--- src/rtl/pipe_pkg.sv ---
// Shared definitions for the ID/EX pipeline stage: stage states, payload sizing, NOP encoding.
package pipe_pkg;

  typedef enum logic [1:0] {
    EMPTY = 2'd0,
    HALF  = 2'd1,
    FULL  = 2'd2
  } stage_state_e;

  localparam int CTRL_NOP = 0;

  function automatic int payload_width(input int data_w, input int num_ops, input int ctrl_w);
    return 2*data_w + num_ops*data_w + ctrl_w;
  endfunction

endpackage

--- src/rtl/pipe_payload_reg.sv ---
// Enable-load payload register, async active-low reset to zero.
// Latency 1 cycle; no flow control of its own, the owner gates load.
module pipe_payload_reg #(
  parameter int W = 32
) (
  input  logic         clk,
  input  logic         reset,
  input  logic         load,
  input  logic [W-1:0] d,
  output logic [W-1:0] q
);

  always_ff @(posedge clk or negedge reset) begin
    if (!reset)    q <= '0;
    else if (load) q <= d;
  end

endmodule

--- src/rtl/id_ex_skid_stage.sv ---
// ID/EX stage with 2-entry skid buffer; 1-cycle latency, full throughput.
// Backpressure: in_ready is registered and drops only once both entries are held.
module id_ex_skid_stage
  import pipe_pkg::*;
#(
  parameter int DATA_W  = 32,
  parameter int NUM_OPS = 2,
  parameter int CTRL_W  = 16,
  parameter int CNT_W   = 16
) (
  input  logic                      clk,
  input  logic                      reset,
  input  logic                      flush,
  input  logic                      clr_cnt,
  input  logic                      in_valid,
  output logic                      in_ready,
  input  logic [DATA_W-1:0]         in_pc,
  input  logic [NUM_OPS*DATA_W-1:0] in_ops,
  input  logic [DATA_W-1:0]         in_imm,
  input  logic [CTRL_W-1:0]         in_ctrl,
  output logic                      out_valid,
  input  logic                      out_ready,
  output logic [DATA_W-1:0]         out_pc,
  output logic [NUM_OPS*DATA_W-1:0] out_ops,
  output logic [DATA_W-1:0]         out_imm,
  output logic [CTRL_W-1:0]         out_ctrl,
  output logic [1:0]                occupancy,
  output logic [CNT_W-1:0]          stall_cnt
);

  localparam int PW = payload_width(DATA_W, NUM_OPS, CTRL_W);
  localparam logic [CNT_W-1:0] CNT_MAX = '1;

  typedef struct packed {
    logic [DATA_W-1:0]         pc;
    logic [NUM_OPS*DATA_W-1:0] ops;
    logic [DATA_W-1:0]         imm;
    logic [CTRL_W-1:0]         ctrl;
  } payload_t;

  payload_t     in_pl, main_d, main_q, skid_q;
  stage_state_e state, state_nxt;
  logic         load_main, load_skid, sel_skid;
  logic         accept, deliver;

  assign in_pl   = '{pc: in_pc, ops: in_ops, imm: in_imm, ctrl: in_ctrl};
  assign main_d  = sel_skid ? skid_q : in_pl;
  assign accept  = in_valid & in_ready;
  assign deliver = out_valid & out_ready;

  pipe_payload_reg #(.W(PW)) u_main (
    .clk   (clk),
    .reset (reset),
    .load  (load_main),
    .d     (main_d),
    .q     (main_q)
  );

  pipe_payload_reg #(.W(PW)) u_skid (
    .clk   (clk),
    .reset (reset),
    .load  (load_skid),
    .d     (in_pl),
    .q     (skid_q)
  );

  always_ff @(posedge clk or negedge reset) begin
    if (!reset) begin
      state    <= EMPTY;
      in_ready <= 1'b1;
    end else begin
      state    <= state_nxt;
      in_ready <= (state_nxt != FULL);
    end
  end

  // Flush drops both held entries and any offered transfer; payload regs simply hold.
  always_comb begin
    state_nxt = state;
    load_main = 1'b0;
    load_skid = 1'b0;
    sel_skid  = 1'b0;
    if (flush) begin
      state_nxt = EMPTY;
    end else begin
      case (state)
        EMPTY: begin
          if (accept) begin
            load_main = 1'b1;
            state_nxt = HALF;
          end
        end
        HALF: begin
          if (accept && deliver) begin
            load_main = 1'b1;
          end else if (accept) begin
            load_skid = 1'b1;
            state_nxt = FULL;
          end else if (deliver) begin
            state_nxt = EMPTY;
          end
        end
        FULL: begin
          if (deliver) begin
            load_main = 1'b1;
            sel_skid  = 1'b1;
            state_nxt = HALF;
          end
        end
        default: state_nxt = EMPTY;
      endcase
    end
  end

  always_ff @(posedge clk or negedge reset) begin
    if (!reset)                                           stall_cnt <= '0;
    else if (clr_cnt)                                     stall_cnt <= '0;
    else if (out_valid && !out_ready && stall_cnt != CNT_MAX) stall_cnt <= stall_cnt + 1'b1;
  end

  always_comb begin
    case (state)
      HALF:    occupancy = 2'd1;
      FULL:    occupancy = 2'd2;
      default: occupancy = 2'd0;
    endcase
  end

  assign out_valid = (state != EMPTY);
  assign out_pc    = main_q.pc;
  assign out_ops   = main_q.ops;
  assign out_imm   = main_q.imm;
  assign out_ctrl  = out_valid ? main_q.ctrl : CTRL_W'(CTRL_NOP);

endmodule

--- config.mk ---
export PLATFORM = sky130hd
export DESIGN_NAME = id_ex_skid_stage
export DESIGN_NICKNAME = d
export VERILOG_FILES = /design/src/rtl/pipe_pkg.sv /design/src/rtl/pipe_payload_reg.sv /design/src/rtl/id_ex_skid_stage.sv
export SDC_FILE = /design/constraint.sdc
export NUM_CORES = 1
export LEC_CHECK = 0
export ABC_AREA = 0
export CORE_MARGIN = 5
export CORE_UTILIZATION = 55
export CTS_CLUSTER_DIAMETER = 60
export CTS_CLUSTER_SIZE = 14
export DETAILED_ROUTE_END_ITERATION = 10
export PLACE_DENSITY_LB_ADDON = 0.25
export REMOVE_ABC_BUFFERS = 1
export SYNTH_ARGS = -nofsm -noshare
export SYNTH_HDL_FRONTEND = slang
export SYNTH_SLANG_ARGS = --single-unit
--- constraint.sdc ---
create_clock -name clk -period 5.8 [get_ports clk]
set_input_delay 0.58 -clock clk [delete_from_list [all_inputs] [get_ports clk]]
set_output_delay 0.58 -clock clk [all_outputs]
set_load 0.05 [all_outputs]
==> results.txt <==
Status - completed
Fraction of registers with async set/reset - 1.000
Fin. Hold Viols - 0
Clk pwr share - 0.260
PostCTS Resize Cnt - 0
CTS max path bufs - 3
# Post-CTS Setup Buffers - 0
Dominant cell by count in the synthesized netlist - mux2_2
Flops & latches, synth - 307
Via count - 8386
Global-route wire length before repair - 48990 µm
Die H - 174.0 µm
Top cells by count, synth - mux2_2, dfrtp_1, buf_4, mux2_4, buf_2
Synth Instances - 1035
WHS - 0.07092 ns
Switching Power - 0.002180 W
Layout cell share with drive strength beyond 1 - 0.4056
Int Pwr - 0.004543 W
Data arrival, critical path - 2.31 ns
Iteration-0 DRC Markers - 430
CP Class - reg -> out
Post-DR vias/cell - 5.358
Clock slew at reported path FFs - 0.07 ns
Tot Pwr - 0.006723 W
Total Nets Final - 1357
Slowest CP cell - clkdlybuf4s50_1
Cell area after layout - 18070 µm²
Tot GR Track Use - 0.1957
Crit-path cells - nor2_1 -> buf_4 -> nor2b_1 -> clkdlybuf4s50_1
Layout Skew - 0.01353 ns
Placed cell area - 17210 µm²
First drt pass iteration count - 4
CTS buffer count - 28
Pin count of the biggest net entering global routing - 146
WL/cell - 19.22 µm
Yosys top cell area share - 0.5178
Placed insts - 1517
Sw frac - 0.3243
Seq/Total Area, Yosys - 0.5195
Total Wirelength - 30080 µm
Top cells by area, synth - dfrtp_1, mux2_2, buf_4, mux2_4, buf_2
Minimum clock period - 2.894 ns
Synth cell types - 38
Area leader, netlist - dfrtp_1
CP endpoint kind - output pin
DRT antenna net count - 0
Placement Rows - 60
Seq pwr share - 0.435
GRT busiest layer - met2
Relative slew slack - 0.3493
Netlist Area Pre-Place - 14790 µm²
Initial core utilization - 0.5534
Clk_lat worst skew - 0.54 ns
Met1 Use GR - 0.2525
Detailed placer's ending HPWL - 19660 µm
Combinational share of power - 0.305
Die Area - 30270 µm²
Final setup fails - 0
Min-Delay Path Class - in -> async
DIE WIDTH - 174.0 µm
CTS Hold Bufs - 0
Power per Cell Area - 372.1 nW/µm²
Fin util - 0.6760
Required @ worst endpoint - 5.22 ns
Fin. max-slew vios - 0
Max-cap viol count - 0
Post-synth EDFFs - 0
Gr ovfl total - 0
Static leakage - 7.419 nW
Max VDD drop - 0.0002601 V
CP startpoint kind - register
GR Util met3 - 0.06307
DRC errors left - 0
H-tree levels - 1
Clock Sinks - 307
CTS tree - built
Initial antenna violation count - 2
Clock root cell - clkbuf_16
# port buffers - 313
Mean post-synth cell area - 14.29 µm²
Worst-path fanout max - 17
Non-Filler Instances - 1565
Synth warn - 0
Ports - 314
Predominant post-synthesis flop cell - dfrtp_1
RSZ-0062 raised after global routing - no
Final period utilization - 0.4989
Vias in the first global route - 9131
Slew @ Worst Pin - 0.9761 ns
GRT met2 Usage - 0.3191
Fmax - 345.6 MHz
RePlAce Congestion - 0.7899
Area Growth Syn to Fin - 22.17%
Core area - 26730 µm²
Max incr delay on CP - 0.83 ns
worst max-delay path: cells and delay by family (launching register included):
family                 cells  cell delay [ns]
buffers and inverters      2             1.04
DFF                        1             0.47
and+or+nand+nor            2             0.27
registers in the layout (all words and copies together) (netlist names):
signal,count
u_main.q,144
u_skid.q,144
in_ready,1
stall_cnt,16
state,2
power by group through the flow:
stage / sequential (W) / clock, W / combinational [W]
finish: 0.00293 / 0.00175 / 0.00205
global placement: 0.00293 / 0 / 0.00203
floorplan: 0.00358 / 0 / 0.000687
detailed placement: 0.00297 / 0 / 0.00207
global route: 0.00300 / 0.00189 / 0.00216
CTS: 0.00293 / 0.00181 / 0.00207
path summary, 6_finish.rpt:
| kind | start | to | slack (ns) | depth (start not counted) |
|---|---|---|---|---|
| worst max register to register | state[1] | u_main.q[130] | 3.07 | 5 |
| worst max-delay path | state[0] | out_ctrl[6] | 2.91 | 4 |
| worst min-delay path | reset | u_skid.q[91] | 0.07 | 1 |
| max in group asynchronous | reset | u_main.q[109] | 4.48 | 2 |
| worst min register to register | u_main.q[13] | u_main.q[13] | 0.50 | 1 |
| min in group clk | u_main.q[13] | u_main.q[13] | 0.50 | 1 |
area by class of cell:
type	count	area, µm²
timing repair buffer	322	3256
tap	341	426.7
fill	1902	8658
inverter	4	15.01
multi-input combinational	543	5826
antenna	1	2.502
sequential	307	7684
clock buffer	40	807.0
clock inverter	7	51.30
cells by family after synthesis:
| logic type | share of synthesized area |
|---|---|
| buffers and inverters | 0.08807 |
| multiplexers | 0.3472 |
| AO/OA/AOI/OAI | 0.01244 |
| AND/OR/NAND/NOR | 0.03190 |
| flip-flops | 0.5195 |
| adder cells (fa/ha/maj) | 0.0008459 |
per-stage QoR:
stage / setup TNS, ns / setup slack [ns]
floorplan: -39.45 / -0.3105
global placement: 0 / 2.568
detailed placement: 0 / 2.590
CTS: 0 / 2.862
global route: 0 / 2.809
finish: 0 / 2.906
cell usage in the layout (no fill, tap or decap), types with 5 or more instances in the layout:
| cell type | Yosys | routed |
|---|---|---|
| mux2_2 | 376 | 376 |
| clkdlybuf4s50_1 | 0 | 312 |
| dfrtp_1 | 306 | 306 |
| mux2_4 | 60 | 60 |
| clkbuf_16 | 0 | 29 |
| nor2b_1 | 20 | 20 |
| a21oi_1 | 14 | 14 |
| nor2_1 | 8 | 8 |
| or4_1 | 8 | 8 |
| o31ai_1 | 7 | 7 |
| clkbuf_1 | 5 | 7 |
| nand2_1 | 6 | 6 |
| or3_1 | 6 | 6 |
| nand3_1 | 5 | 5 |
| buf_4 | 135 | 5 |
per-layer routing:
layer | routed length, µm | vias up
met2 | 14360 | 232
li1 | - | 3869
met1 | 12580 | 4227
met4 | 907 | 4
met3 | 2210 | 54
met5 | 27 | -
(Power assumes the default switching activity.)
